`config.mk`:
```
export PLATFORM = sky130hd
export DESIGN_NAME = tag_reg_file
export DESIGN_NICKNAME = d
export VERILOG_FILES = /design/src/rtl/ooo_pkg.sv /design/src/rtl/tag_reg_entry.sv /design/src/rtl/tag_reg_file.sv
export SDC_FILE = /design/constraint.sdc
export NUM_CORES = 1
export LEC_CHECK = 0
export ABC_AREA = 1
export CAP_MARGIN = 10
export CORE_ASPECT_RATIO = 0.9
export CORE_MARGIN = 2
export CORE_UTILIZATION = 25
export DETAILED_ROUTE_END_ITERATION = 12
export GPL_TIMING_DRIVEN = 1
export HOLD_SLACK_MARGIN = 0.15
export PLACE_DENSITY = 0.51
export SLEW_MARGIN = 20
export SYNTH_ARGS = -nofsm -noshare
export SYNTH_HDL_FRONTEND = slang
export SYNTH_SLANG_ARGS = --single-unit
```
`constraint.sdc`:
```
create_clock -name clk -period 4.15 [get_ports clk]
set_clock_uncertainty 0.15 [all_clocks]
set_input_delay 1.245 -clock clk [delete_from_list [all_inputs] [get_ports clk]]
set_output_delay 1.245 -clock clk [all_outputs]
set_load 0.03 [all_outputs]
```
`src/rtl/ooo_pkg.sv`:
```
// rtl/ooo_pkg.sv - shared out-of-order core constants and index-width helper
package ooo_pkg;

  localparam int NUM_REG_DEF  = 4;
  localparam int DATA_WID_DEF = 8;
  localparam int TAG_LEN_DEF  = 4;
  localparam int TAG_NONE     = 0;

  function automatic int idx_width(input int n);
    return (n > 1) ? $clog2(n) : 1;
  endfunction

endpackage

```
`src/rtl/tag_reg_entry.sv`:
```
// rtl/tag_reg_entry.sv - one register: data, busy bit and producer tag
module tag_reg_entry
  import ooo_pkg::*;
#(
  parameter int DATA_WID = DATA_WID_DEF,
  parameter int TAG_LEN  = TAG_LEN_DEF
) (
  input  logic                clk,
  input  logic                rst,
  input  logic                flush,
  input  logic                ren,
  input  logic [TAG_LEN-1:0]  ren_tag,
  input  logic                cdb_hit,
  input  logic [DATA_WID-1:0] cdb_data,
  output logic [DATA_WID-1:0] data,
  output logic                busy,
  output logic [TAG_LEN-1:0]  tag
);

  logic [DATA_WID-1:0] data_q, data_d;
  logic                busy_q, busy_d;
  logic [TAG_LEN-1:0]  tag_q, tag_d;

  // Applied in order so a same-cycle rename overrides both flush and writeback.
  always_comb begin
    data_d = data_q;
    busy_d = busy_q;
    tag_d  = tag_q;
    if (flush) begin
      busy_d = 1'b0;
      tag_d  = '0;
    end
    if (cdb_hit) begin
      data_d = cdb_data;
      busy_d = 1'b0;
    end
    if (ren) begin
      busy_d = 1'b1;
      tag_d  = ren_tag;
    end
  end

  always_ff @(posedge clk or posedge rst) begin
    if (rst) begin
      data_q <= '0;
      busy_q <= 1'b0;
      tag_q  <= '0;
    end else begin
      data_q <= data_d;
      busy_q <= busy_d;
      tag_q  <= tag_d;
    end
  end

  assign data = data_q;
  assign busy = busy_q;
  assign tag  = tag_q;

endmodule

```
`src/rtl/tag_reg_file.sv`:
```
// rtl/tag_reg_file.sv - register file with rename tag table, CDB writeback and bypass reads
module tag_reg_file
  import ooo_pkg::*;
#(
  parameter int NUM_REG     = NUM_REG_DEF,
  parameter int DATA_WID    = DATA_WID_DEF,
  parameter int TAG_LEN     = TAG_LEN_DEF,
  parameter int ISSUE_WIDTH = 2,
  parameter int NUM_CDB     = 3,
  parameter int NUM_RD      = 4,
  localparam int IDX_W      = idx_width(NUM_REG)
) (
  input  logic                        clk,
  input  logic                        rst,
  input  logic [ISSUE_WIDTH-1:0]      iss_val,
  input  logic [ISSUE_WIDTH*IDX_W-1:0] iss_dest,
  input  logic [ISSUE_WIDTH*TAG_LEN-1:0] iss_tag,
  input  logic [NUM_CDB-1:0]          cdb_val,
  input  logic [NUM_CDB*TAG_LEN-1:0]  cdb_tag,
  input  logic [NUM_CDB*DATA_WID-1:0] cdb_data,
  input  logic                        flush,
  input  logic [NUM_RD*IDX_W-1:0]     rd_idx,
  output logic [NUM_RD-1:0]           rd_busy,
  output logic [NUM_RD*TAG_LEN-1:0]   rd_tag,
  output logic [NUM_RD*DATA_WID-1:0]  rd_data,
  output logic [NUM_REG-1:0]          busy_vec,
  output logic                        err
);

  logic [IDX_W-1:0]    dest_a   [ISSUE_WIDTH];
  logic [TAG_LEN-1:0]  itag_a   [ISSUE_WIDTH];
  logic [TAG_LEN-1:0]  ctag_a   [NUM_CDB];
  logic [DATA_WID-1:0] cdata_a  [NUM_CDB];
  logic [IDX_W-1:0]    rd_idx_a [NUM_RD];

  for (genvar s = 0; s < ISSUE_WIDTH; s++) begin : g_iss
    assign dest_a[s] = iss_dest[s*IDX_W +: IDX_W];
    assign itag_a[s] = iss_tag[s*TAG_LEN +: TAG_LEN];
  end
  for (genvar k = 0; k < NUM_CDB; k++) begin : g_cdb
    assign ctag_a[k]  = cdb_tag[k*TAG_LEN +: TAG_LEN];
    assign cdata_a[k] = cdb_data[k*DATA_WID +: DATA_WID];
  end
  for (genvar p = 0; p < NUM_RD; p++) begin : g_rd
    assign rd_idx_a[p] = rd_idx[p*IDX_W +: IDX_W];
  end

  logic [ISSUE_WIDTH-1:0] slot_ok;
  logic                   slot_bad, iss_dup, cdb_dup;

  // Duplicate issue tags would leave two registers waiting on one producer, so both slots drop.
  always_comb begin
    slot_ok  = '0;
    slot_bad = 1'b0;
    iss_dup  = 1'b0;
    cdb_dup  = 1'b0;
    for (int s = 0; s < ISSUE_WIDTH; s++) begin
      slot_ok[s] = iss_val[s] && (itag_a[s] != TAG_LEN'(TAG_NONE)) &&
                   (int'(dest_a[s]) < NUM_REG);
      if (iss_val[s] && !slot_ok[s]) slot_bad = 1'b1;
    end
    for (int s = 0; s < ISSUE_WIDTH; s++) begin
      for (int t = s + 1; t < ISSUE_WIDTH; t++) begin
        if (iss_val[s] && iss_val[t] && (itag_a[s] == itag_a[t])) begin
          iss_dup    = 1'b1;
          slot_ok[s] = 1'b0;
          slot_ok[t] = 1'b0;
        end
      end
    end
    for (int j = 0; j < NUM_CDB; j++) begin
      for (int k = j + 1; k < NUM_CDB; k++) begin
        if (cdb_val[j] && cdb_val[k] && (ctag_a[j] != TAG_LEN'(TAG_NONE)) &&
            (ctag_a[j] == ctag_a[k])) cdb_dup = 1'b1;
      end
    end
  end

  logic [NUM_REG-1:0]  ren_r, hit_r, busy_r;
  logic [TAG_LEN-1:0]  ren_tag_r  [NUM_REG];
  logic [TAG_LEN-1:0]  tag_r      [NUM_REG];
  logic [DATA_WID-1:0] hit_data_r [NUM_REG];
  logic [DATA_WID-1:0] data_r     [NUM_REG];

  // Ascending slot scan lets the later slot win; descending CDB scan lets the lowest bus win.
  always_comb begin
    ren_r = '0;
    hit_r = '0;
    for (int r = 0; r < NUM_REG; r++) begin
      ren_tag_r[r]  = '0;
      hit_data_r[r] = '0;
      for (int s = 0; s < ISSUE_WIDTH; s++) begin
        if (slot_ok[s] && (dest_a[s] == IDX_W'(r))) begin
          ren_r[r]     = 1'b1;
          ren_tag_r[r] = itag_a[s];
        end
      end
      for (int k = NUM_CDB - 1; k >= 0; k--) begin
        if (busy_r[r] && cdb_val[k] && (ctag_a[k] != TAG_LEN'(TAG_NONE)) &&
            (ctag_a[k] == tag_r[r])) begin
          hit_r[r]      = 1'b1;
          hit_data_r[r] = cdata_a[k];
        end
      end
    end
  end

  for (genvar r = 0; r < NUM_REG; r++) begin : g_entry
    tag_reg_entry #(
      .DATA_WID (DATA_WID),
      .TAG_LEN  (TAG_LEN)
    ) u_entry (
      .clk      (clk),
      .rst      (rst),
      .flush    (flush),
      .ren      (ren_r[r]),
      .ren_tag  (ren_tag_r[r]),
      .cdb_hit  (hit_r[r]),
      .cdb_data (hit_data_r[r]),
      .data     (data_r[r]),
      .busy     (busy_r[r]),
      .tag      (tag_r[r])
    );
  end

  always_comb begin
    rd_busy = '0;
    rd_tag  = '0;
    rd_data = '0;
    for (int p = 0; p < NUM_RD; p++) begin
      if (int'(rd_idx_a[p]) < NUM_REG) begin
        if (hit_r[rd_idx_a[p]]) begin
          rd_data[p*DATA_WID +: DATA_WID] = hit_data_r[rd_idx_a[p]];
        end else begin
          rd_busy[p]                      = busy_r[rd_idx_a[p]];
          rd_tag[p*TAG_LEN +: TAG_LEN]    = busy_r[rd_idx_a[p]] ? tag_r[rd_idx_a[p]] : '0;
          rd_data[p*DATA_WID +: DATA_WID] = data_r[rd_idx_a[p]];
        end
      end
    end
  end

  logic err_q, err_d;

  always_comb begin
    err_d = slot_bad | iss_dup | cdb_dup;
  end

  always_ff @(posedge clk or posedge rst) begin
    if (rst) err_q <= 1'b0;
    else     err_q <= err_d;
  end

  assign busy_vec = busy_r;
  assign err      = err_q;

endmodule

```
==> results.py, run 1 <==
metrics = {
    "floorplan": {
        "coreArea_sq_mm": 0.03287,
        "die_x_microns": 196.5,
        "die_h_microns": 177.3,
        "rows": 63,
        "initial_core_util_pct": 25.37,
        "dieArea_sq_mm": 0.03484,
        "io_pins": 121,
    },
    "logic_synthesis": {
        "ys.warnings.count": 0,
        "syn_nets": 1501,
        "ys_seq_elements": 53,
        "synth_ff_type": "dfrtp_1",
        "syn_avg_cell_area_sq_um": 5.804,
        "postSynth.asyncResetShare_pct": 100.0,
        "synth_edf_count": 0,
        "synth_cell_types": 41,
        "synth_cells": 1437,
        "yosysSeqAreaShare_pct": 15.90,
        "synth_area_sq_mm": 0.008340,
    },
    "timing": {
        "period_share_pct": 105.0,
        "drv_slew": 0,
        "min_period_ns": 4.356,
        "rsz0062_at_grt": "true",
        "setup_viol": 52,
        "worst_pin_slew_ns": 0.7373,
        "hold_violations": 0,
        "maxSlewHeadroom_pct": 50.85,
        "fmaxAchievable_mhz": 229.6,
        "layout_setup_ws_ns": -0.2058,
    },
    "worst_setup_path": {
        "cp.arrival_ns": 2.96,
        "crit_required_ns": 2.75,
        "cpMostUsedCell": "buf_8",
        "crit_type": "input port to output port",
        "reg2reg_to": "g_entry[2].u_entry.data[7]",
        "rrSetupSlack_ns": 0.47,
        "end_kind": "output port",
        "worstPathMaxFanout": 8,
        "crit-reg2reg-launch": "g_entry[2].u_entry.tag[2]",
        "r2r_cells": 25,
        "max_stage_delay_ns": 0.22,
        "cpMaxStageDelayCell": "buf_6",
        "crit_chain": "buf_8 -> buf_8 -> nand2_1 -> o21ai_0 -> nor2_1 -> nand3b_1 -> buf_6 -> buf_8 -> nor2_4 -> nand2_4 -> nand4_1 -> nand3_2 -> nand3_4 -> buf_12",
        "critPathLaunchType": "input port",
    },
    "layout": {
        "utilization_pct": 46.60,
        "area_delta_synth_final_pct": 83.66,
        "antenna_cells": 0,
        "finalNetCount": 1894,
        "drive_gt1_share_pct": 47.24,
    },
    "global_route": {
        "grt_pass1_vias": 12140,
        "grt_max_degree": 50,
        "overflow": 0,
        "grt_pass1_wl_microns": 74560,
        "grt.total_usage_pct": 28.20,
        "antenna_found_initial": 0,
    },
    "worst_hold_path": {
        "hold-path-endpoint": "g_entry[0].u_entry.data[1]",
        "holdPathStages": 2,
        "min_from": "g_entry[0].u_entry.data[1]",
        "min_path_type": "register to register",
    },
    "route": {
        "first_pass_iters": 6,
        "vias": 12680,
        "ant_nets": 0,
        "viasPerCell": 5.628,
        "drcViolationCount": 0,
        "wirelength_microns": 49950,
        "wl_per_cell_microns": 22.17,
        "drtIter0Drc": 1454,
    },
    "pwr": {
        "p_leak_nw": 7.242,
        "power.density_mw_per_mm2": 256.6,
        "ir_worst_vdd_mv": 0.2243,
        "total_power_w": 0.003931,
    },
    "clocking": {
        "cts-root-buf": "clkbuf_16",
        "clk_latency_ns": 0.31,
        "cts_tree": "yes",
        "cts_buffers": 5,
        "clock_sinks": 53,
        "cts-htree-levels": 2,
        "clk_path_buf_depth": 2,
        "path_clk_slew_ns": 0.09,
    },
    "status": {
        "outcome": "complete, but fails checks",
        "violations": "negative setup slack",
    },
    "placement": {
        "portBuffers": 120,
        "place.gp.congestion": 0.9707,
        "dpl.hpwl_microns": 35850,
    },
    "run": {
        "drv_cap": 0,
    },
}
## sequential cells by signal (all words and copies together) (netlist names)
register,flops
err,1
g_entry.u_entry.busy,4
g_entry.u_entry.data,32
g_entry.u_entry.tag,16
## cells by family (layout without fill, tap and decap cells)
kind of cell	count (synthesis)	after routing	synth area share [%]
AOI/OAI and AO/OA	255	255	15.92
xor gates and xnor gates	6	6	0.6301
buffers and inverters	196	588	11.16
DFF	53	53	15.90
and+or+nand+nor	927	929	56.39
## area by class of cell
class,instances,area (sq um)
Sequential cell,53,1326
Inverter,101,436.7
Tap cell,422,528.0
Clock buffer,5,125.1
Multi-Input combinational cell,1190,8066
Clock inverter,3,17.52
Fill cell,3189,17550
Timing Repair Buffer,479,4818
## timing repair
item / CTS / global route
cloned: 3 / 0
setup buffers: 69 / 23
hold buffers: 0 / 0
resized for setup: 444 / 259
pin swaps: 108 / 139
endpoints found under the setup margin: 52 / 53
## report_power, final
group / internal, W / leakage [nW] / total, W / switching [W]
registers: 0.000688 / 0.663 / 0.000884 / 0.000196
logic: 0.00109 / 6.51 / 0.00258 / 0.00149
clock network: 0.000224 / 0.0696 / 0.000467 / 0.000244
## critical path, delay by kind of cell
family,cells,cell delay [ns]
AND/OR/NAND/NOR,8,0.89
buffers and inverters,5,0.72
AO/OA/AOI/OAI,1,0.09
## worst max-delay path by stage
stage,cells past startpoint,start,slack (ns),end
6_report,14,cdb_tag[8],-0.21,rd_data[0]
5_1_grt,15,cdb_tag[3],-0.25,rd_data[1]
4_1_cts,14,cdb_tag[1],-0.20,rd_data[27]
3_5_place_dp,13,cdb_tag[7],-1.01,rd_data[12]
3_3_place_gp,13,cdb_tag[6],-1.03,rd_data[12]
2_1_floorplan,11,cdb_tag[1],0.0001,rd_tag[4]
## routing by layer
layer  vias up  global-route usage (%)  share of wire (%)  wire, microns
met2       758                   42.82                 43          21700
met5         -                       0                  0              0
met4         0                   12.25                4.6           2309
met1      5975                   38.41                 42          21020
met3       163                   6.021                9.9           4924
li1       5785                       -                  -              -
## stage by stage
step	hold WS, ns	cell area, sq um	instances	setup TNS, ns	setup slack, ns
global route	0.4628	15320	2253	-9.903	-0.2546
floorplan	0.3458	8356	1437	0	0.00009548
finish	0.4244	15320	2253	-6.939	-0.2058
detailed placement	0.3944	11940	2156	-43.24	-1.005
CTS	0.4168	14140	2235	-7.739	-0.1982
global placement	0.3887	11940	2156	-43.49	-1.034
## cells in the final DEF, fill, tap and decap left out, types with 7 or more instances in the layout
cell type and instances:
buf_4 266, nand2_1 241, nand3_1 134, o21ai_0 120, nand3_2 120, nand4_1 114
a21oi_1 105, buf_6 87, nand2_2 68, inv_1 59, nor2_4 53, dfrtp_1 53
buf_12 53, nand2_4 52, clkdlybuf4s50_1 48, nor2_1 45, nand3_4 43, nor2_2 24
inv_2 20, buf_8 17, o211ai_1 14, inv_4 11, nand2_8 10, nand3b_1 7
## cell usage after synthesis, types with 3 or more instances
master / instances / share of area (%)
nand2_1: 317 / 14
nand3_1: 277 / 17
o21ai_0: 125 / 7.5
nand4_1: 114 / 8.6
nor2_1: 114 / 5.1
a21oi_1: 109 / 6.5
inv_1: 69 / 3.1
dfrtp_1: 53 / 16
clkbuf_1: 35 / 1.6
nand2_2: 35 / 2.6
inv_2: 24 / 1.1
buf_4: 22 / 2.0
buf_2: 20 / 1.2
nand2_4: 18 / 2.4
o211ai_1: 14 / 1.3
nand3_2: 10 / 1.2
buf_1: 9 / 0.41
buf_6: 8 / 1.1
nand3_4: 8 / 1.7
nand3b_1: 7 / 0.63
nor2_2: 5 / 0.38
clkinv_1: 4 / 0.18
nor4_1: 4 / 0.30
o2111ai_1: 4 / 0.42
xor2_1: 4 / 0.42
and2_1: 3 / 0.23
nor2_4: 3 / 0.41
nor2_8: 3 / 0.72
nor3_1: 3 / 0.18
No activity file was read; power rests on OpenSTA's default activity.
==> run 2: changes to the inputs <==
--- a/config.mk
+++ b/config.mk
@@ -10,6 +10,7 @@
 export CORE_ASPECT_RATIO = 0.9
 export CORE_MARGIN = 2
 export CORE_UTILIZATION = 25
+export CTS_BUF_LIST = sky130_fd_sc_hd__clkbuf_8
 export DETAILED_ROUTE_END_ITERATION = 12
 export GPL_TIMING_DRIVEN = 1
 export HOLD_SLACK_MARGIN = 0.15
==> results.py, run 2 (synthesis gave the netlist of run 1 again) <==
metrics = {
    "worst_setup_path": {
        "crit_required_ns": 2.75,
        "crit_type": "input port to output port",
        "crit_chain": "buf_8 -> buf_6 -> nand2_2 -> nand2_2 -> nand2_2 -> inv_2 -> nand3_4 -> buf_6 -> buf_6 -> nand4_1 -> buf_4 -> nand3_4 -> nand3_4 -> nand3_4 -> buf_12",
        "cpMostUsedCell": "nand3_4",
        "cpMaxStageDelayCell": "buf_4",
        "max_stage_delay_ns": 0.17,
        "critPathLaunchType": "input port",
        "worstPathMaxFanout": 5,
        "end_kind": "output port",
        "cp.arrival_ns": 2.95,
    },
    "global_route": {
        "grt.total_usage_pct": 28.17,
        "antenna_found_initial": 0,
        "overflow": 0,
        "grt_max_degree": 50,
        "grt_pass1_vias": 12140,
        "grt_most_used_layer": "met2",
        "gr-usage-met3_pct": 5.412,
        "grt_util_met1_pct": 38.64,
        "grt_pass1_wl_microns": 74480,
        "grt_use_met2_pct": 43.01,
    },
    "route": {
        "drcViolationCount": 0,
        "vias": 12730,
        "wirelength_microns": 49980,
        "viasPerCell": 5.643,
        "first_pass_iters": 8,
        "wl_per_cell_microns": 22.16,
        "ant_nets": 0,
        "drtIter0Drc": 1344,
    },
    "run": {
        "drv_cap": 0,
    },
    "clocking": {
        "path_clk_slew_ns": 0.13,
        "cts_buffers": 5,
        "hold_buffers": 0,
        "clk_path_buf_depth": 2,
        "cts-htree-levels": 2,
        "cts-root-buf": "clkbuf_8",
        "clk_latency_ns": 0.34,
        "cts_tree": "yes",
        "clock_sinks": 53,
    },
    "timing": {
        "hold_violations": 0,
        "worst_pin_slew_ns": 0.7161,
        "drv_slew": 0,
        "setup_viol": 51,
        "layout_setup_ws_ns": -0.1919,
        "tns_ns": -6.459,
        "period_share_pct": 104.6,
        "maxSlewHeadroom_pct": 52.26,
        "rsz0062_at_grt": "true",
        "fmaxAchievable_mhz": 230.3,
        "min_period_ns": 4.342,
    },
    "layout": {
        "fillers": 3182,
        "largest_register_ffs": 32,
        "antenna_cells": 0,
        "final_cell_mix": "buf_4, nand2_1, nand3_1",
        "final_common_cell": "buf_4",
        "final-seq-area_sq_mm": 0.001326,
        "drive_gt1_share_pct": 47.60,
        "finalNetCount": 1897,
        "area_delta_synth_final_pct": 82.76,
        "multi_input_comb_area_sq_mm": 0.008075,
    },
    "placement": {
        "place.gp.congestion": 0.9707,
        "dpl.hpwl_microns": 35850,
        "portBuffers": 120,
    },
    "worst_hold_path": {
        "min_path_type": "register to register",
    },
    "floorplan": {
        "dieArea_sq_mm": 0.03484,
        "die_h_microns": 177.3,
        "rows": 63,
        "coreArea_sq_mm": 0.03287,
        "initial_core_util_pct": 25.37,
        "io_pins": 121,
        "die_x_microns": 196.5,
    },
    "pwr": {
        "ir_worst_vdd_mv": 0.2248,
        "power.density_mw_per_mm2": 249.7,
        "p_leak_nw": 7.212,
        "total_power_w": 0.003806,
    },
    "status": {
        "outcome": "complete, but fails checks",
        "violations": "negative setup slack",
    },
}
==> run 2: metrics by stage <==
stage	worst slack [ns]	instance area (sq um)	std cells	util, %	hold slack, ns
floorplan	0.00009548	8356	1437	-	0.3458
global placement	-1.034	11940	2156	36.32	0.3887
detailed placement	-1.005	11940	2156	36.32	0.3944
CTS	-0.1982	14110	2236	42.93	0.4264
global route	-0.2610	15240	2256	46.37	0.4731
finish	-0.1919	15240	2256	46.37	0.4315
==> run 2: area by class of cell <==
type	instances	share of cell area [%]
clock buffers	5	0.4514
clock inverters	3	0.1149
inverters	101	2.832
multi-input cells	1190	52.98
flip-flops and latches	53	8.701
well taps	422	3.464
repair buffers	482	31.46
==> run 2: worst paths after layout <==
path                                            start                    endpoint  slack (ns)  depth (start not counted)
max reg2reg                 g_entry[2].u_entry.tag[2]  g_entry[2].u_entry.data[7]        0.42                         25
min                        g_entry[0].u_entry.data[7]  g_entry[0].u_entry.data[7]        0.43                          2
max in group asynchronous                         rst  g_entry[0].u_entry.data[3]        2.36                          3
min reg2reg                g_entry[0].u_entry.data[7]  g_entry[0].u_entry.data[7]        0.43                          2
max                                        cdb_tag[3]                  rd_data[1]       -0.19                         15
min in group asynchronous                         rst   g_entry[1].u_entry.tag[1]        0.93                          2
==> run 2: layer usage <==
metal | vias to the layer above | wire length, microns
met5 | - | 0
met1 | 6056 | 21140
met2 | 744 | 21890
li1 | 5787 | -
met3 | 144 | 4878
met4 | 0 | 2080
==> run 2: power breakdown <==
part,internal (W),switching (W),leakage [nW]
Sequential,0.000687,0.000195,0.663
Combinational,0.00109,0.00149,6.51
Clock,0.000118,0.000229,0.0439
==> run 2: worst max-delay path, delay by kind of cell <==
kind                   cells  cell delay, ns
buffers and inverters      7            0.85
AND/OR/NAND/NOR            8            0.83
==> run 2: timing repair <==
action | in CTS | in global routing
cloned | 3 | 0
resized for setup | 449 | 249
hold endpoints to repair | 0 | 0
setup buffers | 70 | 26
setup endpoints to repair | 52 | 53
pin swaps | 108 | 137
